===== src/rtl/max_pkg.sv =====
// Shared constants and helpers for the max_bus_seq phi0 bus sequencer.
package max_pkg;

  localparam int RD_SLOT_OFS     = 4;
  localparam int SAMPLE_SLOT_OFS = 2;

  typedef logic [1:0] ba_cnt_t;

  localparam ba_cnt_t BA_CNT_SAT = 2'd3;

  // The CPU may finish up to three writes after ba drops; a read stalls at once.
  function automatic logic calc_stall(input logic ba, input logic cpu_we, input ba_cnt_t cnt);
    return !ba && (!cpu_we || (cnt == BA_CNT_SAT));
  endfunction

  function automatic ba_cnt_t ba_cnt_next(input logic ba, input ba_cnt_t cnt);
    ba_cnt_t nxt;
    if (ba) begin
      nxt = 2'd0;
    end else if (cnt == BA_CNT_SAT) begin
      nxt = BA_CNT_SAT;
    end else begin
      nxt = cnt + 2'd1;
    end
    return nxt;
  endfunction

  function automatic logic aec_from(input logic ba, input ba_cnt_t cnt);
    return !((cnt == BA_CNT_SAT) && !ba);
  endfunction

endpackage


===== src/rtl/max_ba_tracker.sv =====
// Counts phi0 cycles spent with ba low and derives the CPU address-enable (aec).
module max_ba_tracker
  import max_pkg::*;
(
  input  logic       clk,
  input  logic       reset_n,
  input  logic       tick,
  input  logic       ba,
  output logic [1:0] ba_cnt,
  output logic       aec
);

  ba_cnt_t cnt_q, cnt_d;
  logic    aec_q, aec_d;

  always_comb begin
    if (tick) begin
      cnt_d = ba_cnt_next(ba, cnt_q);
      aec_d = aec_from(ba, cnt_d);
    end else begin
      cnt_d = cnt_q;
      aec_d = aec_q;
    end
  end

  always_ff @(posedge clk or negedge reset_n) begin
    if (!reset_n) begin
      cnt_q <= 2'd0;
      aec_q <= 1'b1;
    end else begin
      cnt_q <= cnt_d;
      aec_q <= aec_d;
    end
  end

  assign ba_cnt = cnt_q;
  assign aec    = aec_q;

endmodule


===== src/rtl/max_bus_seq.sv =====
// phi0 slot sequencer with VIC bus stealing; MAX_BUS_SEQ_STEAL_CNT_EN enables the
// saturating stolen-cycle counter on steal_cnt (tied to zero otherwise).
module max_bus_seq
  import max_pkg::*;
#(
  parameter int CLK_PER_PHI = 32
) (
  input  logic        clk,
  input  logic        reset_n,
  input  logic        ba,
  input  logic        cpu_we,
  output logic        phi0,
  output logic        enable_cpu,
  output logic        enable_cia,
  output logic        enable_pixel,
  output logic        pulse_rd,
  output logic        aec,
  output logic        vic_grant,
  output logic [15:0] steal_cnt
);

  localparam int SW = $clog2(CLK_PER_PHI);
  localparam int PW = $clog2(CLK_PER_PHI / 8);
  localparam logic [SW-1:0] LAST_SLOT   = SW'(CLK_PER_PHI - 1);
  localparam logic [SW-1:0] SAMPLE_SLOT = SW'(CLK_PER_PHI - SAMPLE_SLOT_OFS);
  localparam logic [SW-1:0] RD_SLOT     = SW'(CLK_PER_PHI - RD_SLOT_OFS);

  logic [SW-1:0] slot_q, slot_d;
  logic phi0_q, phi0_d;
  logic cpu_q, cpu_d;
  logic cia_q, cia_d;
  logic pix_q, pix_d;
  logic rd_q, rd_d;
  logic vg_q, vg_d;
  logic tick_s, stall_s, aec_s, aec_nxt_s;
  ba_cnt_t ba_cnt_s;

  // ba and cpu_we are acted on at the edge that leaves the sample slot.
  assign tick_s  = (slot_q == SAMPLE_SLOT);
  assign stall_s = calc_stall(ba, cpu_we, ba_cnt_s);

  max_ba_tracker u_trk (
    .clk     (clk),
    .reset_n (reset_n),
    .tick    (tick_s),
    .ba      (ba),
    .ba_cnt  (ba_cnt_s),
    .aec     (aec_s)
  );

  // Every strobe is decoded from the next slot so it lines up with its own slot.
  always_comb begin
    if (slot_q == LAST_SLOT) begin
      slot_d = {SW{1'b0}};
    end else begin
      slot_d = slot_q + {{(SW-1){1'b0}}, 1'b1};
    end
    if (tick_s) begin
      aec_nxt_s = aec_from(ba, ba_cnt_next(ba, ba_cnt_s));
    end else begin
      aec_nxt_s = aec_s;
    end
    phi0_d = slot_d[SW-1];
    cia_d  = (slot_d == LAST_SLOT);
    cpu_d  = cia_d && !stall_s;
    pix_d  = &slot_d[PW-1:0];
    rd_d   = (slot_d == RD_SLOT) && phi0_d && !cpu_we && !stall_s;
    vg_d   = !phi0_d || !aec_nxt_s;
  end

  always_ff @(posedge clk or negedge reset_n) begin
    if (!reset_n) begin
      slot_q <= {SW{1'b0}};
      phi0_q <= 1'b0;
      cpu_q  <= 1'b0;
      cia_q  <= 1'b0;
      pix_q  <= 1'b0;
      rd_q   <= 1'b0;
      vg_q   <= 1'b1;
    end else begin
      slot_q <= slot_d;
      phi0_q <= phi0_d;
      cpu_q  <= cpu_d;
      cia_q  <= cia_d;
      pix_q  <= pix_d;
      rd_q   <= rd_d;
      vg_q   <= vg_d;
    end
  end

`ifdef MAX_BUS_SEQ_STEAL_CNT_EN
  logic [15:0] steal_q, steal_d;

  always_comb begin
    if (tick_s && stall_s && (steal_q != 16'hFFFF)) begin
      steal_d = steal_q + 16'd1;
    end else begin
      steal_d = steal_q;
    end
  end

  always_ff @(posedge clk or negedge reset_n) begin
    if (!reset_n) begin
      steal_q <= 16'h0000;
    end else begin
      steal_q <= steal_d;
    end
  end

  assign steal_cnt = steal_q;
`else
  assign steal_cnt = 16'h0000;
`endif

  assign phi0         = phi0_q;
  assign enable_cpu   = cpu_q;
  assign enable_cia   = cia_q;
  assign enable_pixel = pix_q;
  assign pulse_rd     = rd_q;
  assign aec          = aec_s;
  assign vic_grant    = vg_q;

endmodule


===== config.mk =====
export PLATFORM = sky130hd
export DESIGN_NAME = max_bus_seq
export DESIGN_NICKNAME = d
export VERILOG_FILES = /design/src/rtl/max_pkg.sv /design/src/rtl/max_ba_tracker.sv /design/src/rtl/max_bus_seq.sv
export SDC_FILE = /design/constraint.sdc
export NUM_CORES = 1
export LEC_CHECK = 0
export ABC_AREA = 1
export BUFFER_PORTS_ARGS = -buffer_cell sky130_fd_sc_hd__buf_2
export CAP_MARGIN = 20
export CORE_MARGIN = 8
export CORE_UTILIZATION = 50
export DETAILED_ROUTE_END_ITERATION = 10
export PLACE_DENSITY = 0.84
export SYNTH_ARGS = -nofsm -noshare
export SYNTH_HDL_FRONTEND = slang
export SYNTH_HIERARCHICAL = 1
export SYNTH_SLANG_ARGS = --single-unit

===== constraint.sdc =====
create_clock -name clk -period 4.43 [get_ports clk]
set_input_delay 0 -clock clk [delete_from_list [all_inputs] [get_ports clk]]
set_output_delay 0 -clock clk [all_outputs]
set_load 0.005 [all_outputs]

* Yosys cells after proc, flatten, opt, wreduce, memory -nomap -nowiden *
Cells that the tools add are included.
Widths: inputs -> output; s select.

cells by class
  $add $sub $neg = 2
  eq/ne operators = 6
  muxes and demuxes = 5
  reduce and logical (&&, ||, !) cells = 15

operators with widths
  kind                 number
  $eq 5x5->1 const B   4
  $logic_and 1x1->1    6
  $logic_not 1->1      6
  $mux 2               3
  $add 5x1->5 const B  1
  $mux 5               1
  $eq 2x2->1 const B   2
  $add 2x1->2 const B  1
  $logic_or 1x1->1     2
  $reduce_and 2->1     1
  $mux 1               1

word-level totals
  bits in registers = 14
  bits of input ports = 4
  output and inout bits = 23
  word-level logic and storage cells = 37

* Longest topological paths before layout *
Gate-level depths: netlist (run 1).

  word-level depth = 10
  depth in mapped cells = 9
  depth with buffers taken out = 9

* Hierarchy *
The synthesis (run 1) kept the hierarchy.

modules (own cells, without submodules)
  module          times used  cells each  area an instance (um^2)
  max_bus_seq     1           68          585.6
  max_ba_tracker  1           15          123.9

* Least setup slack after synthesis (run 1) *
Ideal clock, no wire load.

  path type = reg2reg
  start = register slot_q[0]
  end = register cpu_q (netlist: enable_cpu)
  arrival time = 1.415 ns
  slack = 2.943 ns
  stages on the path, launching flop included = 10
  path buffers = 0
  clock period less this slack = 1.487 ns
  path through = dfrtp_1 ha_1 nand2_1 nor2_1 ha_1 nor2_4 nand2_2 nor2_2 nand4_1 nor2_1

on the way
  longest elaborated chain between the ends = 4
  elaborated cells between the ends (all ways) = 5
  those cells by class = add/sub (1); eq/ne (2); mux (1); reduce/logical (1)

ends and longest elaborated chain
  item                                       line                                  text
  start, declared                            max_bus_seq.sv:28                     logic [SW-1:0] slot_q, slot_d;
  start signal, assigned                     max_bus_seq.sv:73                     slot_q <= {SW{1'b0}};
  start signal, assigned                     max_bus_seq.sv:81                     slot_q <= slot_d;
  $add 5x1->5 or $eq 5x5->1 (tied branches)  max_bus_seq.sv:56, max_bus_seq.sv:53
  $mux 5 (*)                                 max_bus_seq.sv:53                     if (slot_q == LAST_SLOT) begin
  via slot_d[1]                              max_bus_seq.sv:28
  $eq 5x5->1 (*)                             max_bus_seq.sv:64                     cia_d = (slot_d == LAST_SLOT);
  $logic_and 1x1->1 (*)                      max_bus_seq.sv:65                     cpu_d = cia_d && !stall_s;
  via cpu_d                                  max_bus_seq.sv:30                     logic cpu_q, cpu_d;
  end signal, assigned                       max_bus_seq.sv:83                     cpu_q <= cpu_d;
  end, declared                              max_bus_seq.sv:30

The timed path passes the listed nets; every way through them passes the cells marked *.
A chain may end at the register's enable or synchronous reset.

* Worst setup path in the final report (run 1) *
Ends and elaborated chain as after synthesis.

==> qor.yml, run 1 <==
worst_setup_path:
  path_cells: "ha_1 > nand2_1 > nor2_1 > ha_1 > nor2_4 > nand2_2 > nor2_2 > nand4_1 > nor2_1"
  crit_buf_inv: 0
  path_class: "reg2reg"
  cp-start-kind: "register"
  crit_family: "simple AND/OR/NAND/NOR gates"
  worstPathRequired_ns: 4.64
  cp_max_fo: 5
  crit_arrival_ns: 1.88
  critPathMaxStageDelay_ns: 0.42
  cpMaxStageDelayCell: "dfrtp_1"
  endpoint_kind: "register"
detailed_routing:
  wire_per_inst_um: 10.95
  via_per_inst: 4.395
  wl_um: 1248
  drt-met1-wl_um: 480
  first_iter_violations: 11
  routed-via-count: 501
  drcViolationCount: 0
  drt_pass1_iterations: 3
  antenna_left: 0
  met2_length_um: 615
  routed.top_layer: "met4"
  met3WireLength_um: 106
global_route:
  grt_start_max_net_pins: 14
  track_usage_pct: 9.167
  grt_overflow_total: 0
  grt_pass1_wl_um: 1842
  grt_pass1_vias: 444
  antenna_found_initial: 0
cells_and_area:
  syn_to_final_growth_pct: 8.642
  fillCellCount: 108
  drive_above_1_share_pct: 21.21
  utilization_pct: 58.50
  fin_nets: 107
  diodes: 0
  final_cell_mix: "nand2_1, conb_1, dfrtp_1"
synth:
  syn_inst: 83
  ys_types: 19
  async_flop_share_pct: 100.0
  synth_edf_count: 0
  synth_area_per_cell_um2: 8.547
  synthFlopType: "dfrtp_1"
  synth_area_leaders: "dfrtp_1, buf_4, nand2_1"
  yosysTopAreaCell: "dfrtp_1"
  ys_warn_count: 6
  synth_top_area_share_pct: 38.80
  ys_ff_latch: 13
  ys_seq_area_share_pct: 46.21
  syn_area_um2: 709.4
floorplanning:
  die_w_um: 53.67
  core_um2: 1318
  pin_count: 27
  die_y_um: 53.67
  die-area_um2: 2880
  rows: 13
  initial_core_util_pct: 53.85
clock_tree:
  insertion_delay_ns: 0.27
  clockBufferDepth: 2
  clkSinkCount: 13
  cts_buffers: 3
  cts_tree: "yes"
  root_buffer: "clkbuf_4"
  post_cts_resized: 0
  cts-htree-levels: 1
  cts.clk_slew.worst_paths_ns: 0.07
  cts_setup_buffers: 0
sta:
  clock_skew_ns: 0.002074
  period_minus_slack_ns: 1.667
  maxSlewViolCount: 0
  period_share_pct: 37.63
  finalHoldViolCount: 0
  setup_viol: 0
  whs_ns: 0.1362
  grt_setup_unrepaired: "false"
  max_freq_mhz: 599.9
  tns_ns: 0
place:
  port_buffers: 10
  hpwl_um: 1003
  gp_congestion: 0.7836
power:
  vdd.ir_drop.worst_uv: 148.6
  p_per_area_nw_per_um2: 260.8
  leakage_nw: 0.4485
min_path:
  hold_path.class: "in2async"
status:
  status: "finished, final reports clean"
flow_run:
  drv_cap: 0
[synth_stat cells, types with 2 or more instances]
cell     count
nor2_2       3
nand3_1      2
dfrtp_1     11
nor2_1      10
o21ai_0      2
nand4_1      2
ha_1         3
dfstp_2      2
buf_4       16
inv_1        8
nand2_1     16
[what timing repair did]
action / in CTS / in global routing
setup endpoints to repair: 0 / 0
hold buffers: 3 / 0
hold endpoints to repair: 15 / 0
[power breakdown]
part           total [W]  leakage, nW  switching, W  internal (W)
combinational  0.0000109        0.271    0.00000755    0.00000335
clock          0.0000706       0.0150     0.0000357     0.0000349
sequential      0.000119        0.163   0.000000326      0.000119
total           0.000201        0.448     0.0000436      0.000157
[metal layers]
| layer | GRT usage, % | up-vias |
|---|---|---|
| met5 | 0 | - |
| met4 | 8.824 | 0 |
| met1 | 9.569 | 218 |
| li1 | - | 257 |
| met3 | 2.479 | 5 |
| met2 | 14.48 | 21 |
[path summary, 6_finish.rpt]
check | start | end | slack [ns] | cells after the start
max reg2reg | slot_q[0] | enable_cpu | 2.76 | 9
min in group clk | ba | u_trk/aec | 0.52 | 4
max | slot_q[0] | enable_cpu | 2.76 | 9
min reg2reg | u_trk/aec | vic_grant | 0.53 | 1
max in group asynchronous | reset_n | u_trk/aec | 4.02 | 2
min | reset_n | enable_pixel | 0.14 | 2
[through the flow]
step           total power, W  cells  cell area [µm²]  worst slack, ns
2_1_floorplan       0.0001364     98            765.7            2.943
3_3_place_gp        0.0001300    107            714.4            2.863
3_5_place_dp        0.0001300    107            714.4            2.769
4_1_cts             0.0002031    114            770.7            2.757
5_1_grt             0.0002143    114            770.7            2.655
6_report            0.0002010    114            770.7            2.763
[worst register-to-register path: cells and delay by family, from the launching register on]
kind | cells | cell delay [ns]
adders and majority gates | 2 | 0.51
DFF | 1 | 0.42
and+or+nand+nor | 7 | 0.68
[cells by family (layout without fill, tap and decap cells)]
logic type               count (synthesis)  count (layout)  share of synthesized area (%)
AO/OA/AOI/OAI                            5               5                          3.703
adder cells (fa/ha/maj)                  3               3                          5.292
buffers and inverters                   26              27                          22.22
flip-flops                              13              13                          46.21
other                                    1              16                         0.5286
AND/OR/NAND/NOR                         35              35                          22.05
[sequential cells by signal, indices dropped and copies added, names as in the netlist]
name,count
pulse_rd,1
u_trk/aec,1
enable_pixel,1
enable_cia,1
u_trk/ba_cnt,2
enable_cpu,1
vic_grant,1
slot_q,4
phi0,1
[final cells by class]
class,instances,area [µm²],share of cell area [%]
Tap cell,15,18.77,2.435
Sequential cell,13,327.8,42.53
Multi-Input combinational cell,59,280.3,36.36
Inverter,10,37.54,4.870
Clock buffer,4,26.28,3.409
Timing Repair Buffer,13,80.08,10.39
Note: power is estimated with default switching activity, not from simulation.
==> run 2: changes to the inputs <==
--- a/config.mk
+++ b/config.mk
@@ -5,13 +5,13 @@
 export SDC_FILE = /design/constraint.sdc
 export NUM_CORES = 1
 export LEC_CHECK = 0
-export ABC_AREA = 1
+export ABC_AREA = 0
 export BUFFER_PORTS_ARGS = -buffer_cell sky130_fd_sc_hd__buf_2
 export CAP_MARGIN = 20
 export CORE_MARGIN = 8
-export CORE_UTILIZATION = 50
+export CORE_UTILIZATION = 41
 export DETAILED_ROUTE_END_ITERATION = 10
-export PLACE_DENSITY = 0.84
+export PLACE_DENSITY = 0.75
 export SYNTH_ARGS = -nofsm -noshare
 export SYNTH_HDL_FRONTEND = slang
 export SYNTH_HIERARCHICAL = 1
==> constraint.sdc (replaced) <==
create_clock -name clk -period 1.45 [get_ports clk]
set_input_delay 0 -clock clk [delete_from_list [all_inputs] [get_ports clk]]
set_output_delay 0 -clock clk [all_outputs]
set_load 0.005 [all_outputs]
==> run 2 against run 1 <==
The flow now finishes with violations (setup timing); utilization is 6.7 points lower; hold slack worse by 0.12 ns; combinational power grew to 3.9 times the previous value; clock skew is 0.00068 ns lower; clock power grew to 3.0 times the previous value; sequential power grew to 3.1 times the previous value; total power grew to 3.1 times the previous value; final area is 11% higher.
==> qor.yml, run 2 <==
status:
  status: "complete, but fails checks"  # was finished, final reports clean
  violations: "setup timing"
global_route:
  track_usage_pct: 9.058  # was 9.167%
  grt_pass1_wl_um: 2415  # was 1842 µm
  use_met3_pct: 1.996  # was 2.479%
  grt_pass1_vias: 536  # was 444
  grt_start_max_net_pins: 14  # unchanged
  top_usage_layer: "met2"  # unchanged
  use_met2_pct: 14.88  # was 14.48%
  antenna_found_initial: 0  # unchanged
  grt_overflow_total: 0  # unchanged
  gr-usage-met1_pct: 10.57  # was 9.569%
worst_setup_path:
  path_class: "reg2reg"  # unchanged
  cpMaxStageDelayCell: "or3b_4"  # was dfrtp_1
  crit_family: "simple AND/OR/NAND/NOR gates"  # unchanged
  critPathMaxStageDelay_ns: 0.40  # was 0.42 ns
  endpoint_kind: "register"  # unchanged
  crit_buf_inv: 0  # unchanged
  worstPathRequired_ns: 1.63  # was 4.64 ns
  cp_max_fo: 3  # was 5
  path_cells: "ha_2 > and3_4 > ha_4 > or3b_4 > nor4_4"  # was ha_1 > nand2_1 > nor2_1 > ha_1 > nor2_4 > nand2_2 > nor2_2 > nand4_1 > nor2_1
  cp-start-kind: "register"  # unchanged
  crit_arrival_ns: 1.91  # was 1.88 ns
synth:
  ys_seq_area_share_pct: 47.55  # was 46.21%
  syn_area_um2: 689.4  # was 709.4 µm²
  yosys.area_share.adder_pct: 5.445  # was 5.291%
  async_flop_share_pct: 100.0  # unchanged
  post-synth-top-count-cell: "buf_4"
  synth_compound_area_share_pct: 5.445  # was 3.704%
  synth_area_leaders: "dfrtp_1, buf_4, dfstp_2"  # was dfrtp_1, buf_4, nand2_1
  synth_top_family_by_area: "buffers and inverters"  # unchanged
  synth_commonest_cells: "buf_4, dfrtp_1, nor2_1"  # was buf_4, nand2_1, dfrtp_1
  syn_inst: 64  # was 83
  synth_top_area_share_pct: 39.93  # was 38.80%
  synth-xor-area-share_pct: 1.270  # was 0%
  ys_types: 27  # was 19
  ys_ff_latch: 13  # unchanged
  synth_edf_count: 0  # unchanged
  synthMuxAreaShare_pct: 1.452  # was 0%
  yosysTopAreaCell: "dfrtp_1"  # unchanged
  ys_warn_count: 6  # unchanged
  synthSimpleGateAreaFrac_pct: 18.69  # was 22.05%
  synth_area_per_cell_um2: 10.77  # was 8.547 µm²
  synthFlopType: "dfrtp_1"  # unchanged
detailed_routing:
  drt_pass1_iterations: 4  # was 3
  antenna_left: 0  # unchanged
  first_iter_violations: 8  # was 11
  drcViolationCount: 0  # unchanged
  wire_per_inst_um: 13.13  # was 10.95 µm
  routed-via-count: 486  # was 501
  via_per_inst: 4.673  # was 4.395
  wl_um: 1366  # was 1248 µm
cells_and_area:
  fin_nets: 95  # was 107
  largest_register_ffs: 4  # unchanged
  diodes: 0  # unchanged
  fillCellCount: 153  # was 108
  drive_above_1_share_pct: 40.23  # was 21.21%
  syn_to_final_growth_pct: 24.14  # was 8.642%
  final_cell_mix: "conb_1, dfrtp_1, buf_2"  # was nand2_1, conb_1, dfrtp_1
  max_flop_register: "slot_q"  # unchanged
  final_common_cell: "conb_1"
sta:
  max_freq_mhz: 577.9  # was 599.9 MHz
  clock_skew_ns: 0.001397  # was 0.002074 ns
  maxSlewViolCount: 0  # unchanged
  tns_ns: -0.9185  # was 0 ns
  setup_viol: 5  # was 0
  fin_ws_ns: -0.2804  # was 2.763 ns
  period_minus_slack_ns: 1.730  # was 1.667 ns
  grt_setup_unrepaired: "true"  # was false
  period_share_pct: 119.3  # was 37.63%
  finalHoldViolCount: 0  # unchanged
floorplanning:
  pin_count: 27  # unchanged
  initial_core_util_pct: 41.74  # was 53.85%
  die-area_um2: 3250  # was 2880 µm²
  rows: 15  # was 13
  die_y_um: 57.01  # was 53.67 µm
  core_um2: 1652  # was 1318 µm²
  die_w_um: 57.01  # was 53.67 µm
clock_tree:
  clockBufferDepth: 2  # unchanged
  insertion_delay_ns: 0.26  # was 0.27 ns
  cts-htree-levels: 1  # unchanged
  cts_tree: "yes"  # unchanged
  cts.clk_slew.worst_paths_ns: 0.07  # about the same
  root_buffer: "clkbuf_4"  # unchanged
  cts_buffers: 3  # unchanged
  clkSinkCount: 13  # unchanged
place:
  post-place-ws_ns: -0.2921  # was 2.769 ns
  gp_congestion: 0.8034  # was 0.7836
  hpwl_um: 1039  # was 1003 µm
  port_buffers: 10  # unchanged
power:
  vdd.ir_drop.worst_uv: 322.2  # was 148.6 µV
  finalPower_w: 0.0006294  # was 0.0002010 W
  leakage_nw: 0.4470  # was 0.4485 nW
  p_per_area_nw_per_um2: 735.4  # was 260.8 nW/µm²
min_path:
  hold_path.class: "in2reg"  # was in2async
flow_run:
  drv_cap: 0  # unchanged
-- run 2: changes by cell type after synthesis, sizes merged, moves of 2 or more --
| cell | delta |
|---|---|
| nand2 | -16 |
| nor2 | -9 |
| inv | -5 |
| o21ai | -3 |
| a21oi | +2 |
| nand4 | -2 |
| nor3 | +2 |
-- run 2: final timing paths --
| path | start | end | slack (ns) | cells past startpoint |
|---|---|---|---|---|
| min reg2reg | u_trk/ba_cnt[1] | u_trk/aec | 0.50 | 1 |
| min | cpu_we | pulse_rd | 0.02 | 3 |
| max in group asynchronous | reset_n | vic_grant | 1.04 | 2 |
| max | slot_q[1] | enable_cpu | -0.28 | 5 |
| min in group asynchronous | reset_n | phi0 | 0.14 | 2 |
| max reg2reg | slot_q[1] | enable_cpu | -0.28 | 5 |
-- run 2: tightest hold or removal path, cell delays in order --
cell    delay, ns
buf_2        0.10
or4b_4       0.12
nor3_2       0.03
-- run 2: what timing repair did --
item / CTS / global route
pin swaps: 5 / 1
setup endpoints to repair: 5 / 6
hold endpoints to repair: 14 / 0
setup buffers: 1 / 0
hold buffers: 2 / 0
gates resized for setup: 3 / 2
-- run 2: layout make-up --
cell class / instances / area [µm²] / share of cell area (%)
Inverter: 4 / 15.01 / 1.754
Multi-Input combinational cell: 46 / 335.3 / 39.18
Timing Repair Buffer: 20 / 130.1 / 15.20
Clock buffer: 4 / 26.28 / 3.070
Sequential cell: 13 / 327.8 / 38.30
Tap cell: 17 / 21.27 / 2.485
-- run 2: per-stage QoR --
stage,util (%),instance area (µm²),std cells,hold slack [ns]
after floorplan,-,775.7,79,-0.2956
after global routing,51.82,855.8,104,0.02088
after CTS,51.21,845.8,104,0.007980
after global placement,47.20,779.5,97,-0.1090
final,51.82,855.8,104,0.01986
after detailed placement,47.20,779.5,97,-0.1022
-- run 2: where the power goes --
group          internal, W  total [W]  switching, W  leakage [nW]
clock network     0.000106   0.000213      0.000106        0.0150
registers         0.000370   0.000374    0.00000418         0.161
logic            0.0000147  0.0000425     0.0000278         0.271
total             0.000491   0.000629      0.000138         0.447
-- run 2: logic make-up (layout without fill, tap and decap cells) --
kind of cell | Yosys count | after routing
xor gates and xnor gates | 1 | 1
adders and majority gates | 3 | 3
DFF | 13 | 13
muxes | 1 | 1
AOI/OAI and AO/OA | 6 | 6
other | 1 | 16
buffers and inverters | 20 | 28
and+or+nand+nor | 19 | 19
-- run 2: layer usage --
| metal | up-vias | share of wire, % |
|---|---|---|
| met1 | 238 | 43 |
| met4 | 0 | 1.8 |
| met5 | - | 0 |
| met3 | 2 | 5.9 |
| met2 | 18 | 49 |
| li1 | 228 | - |
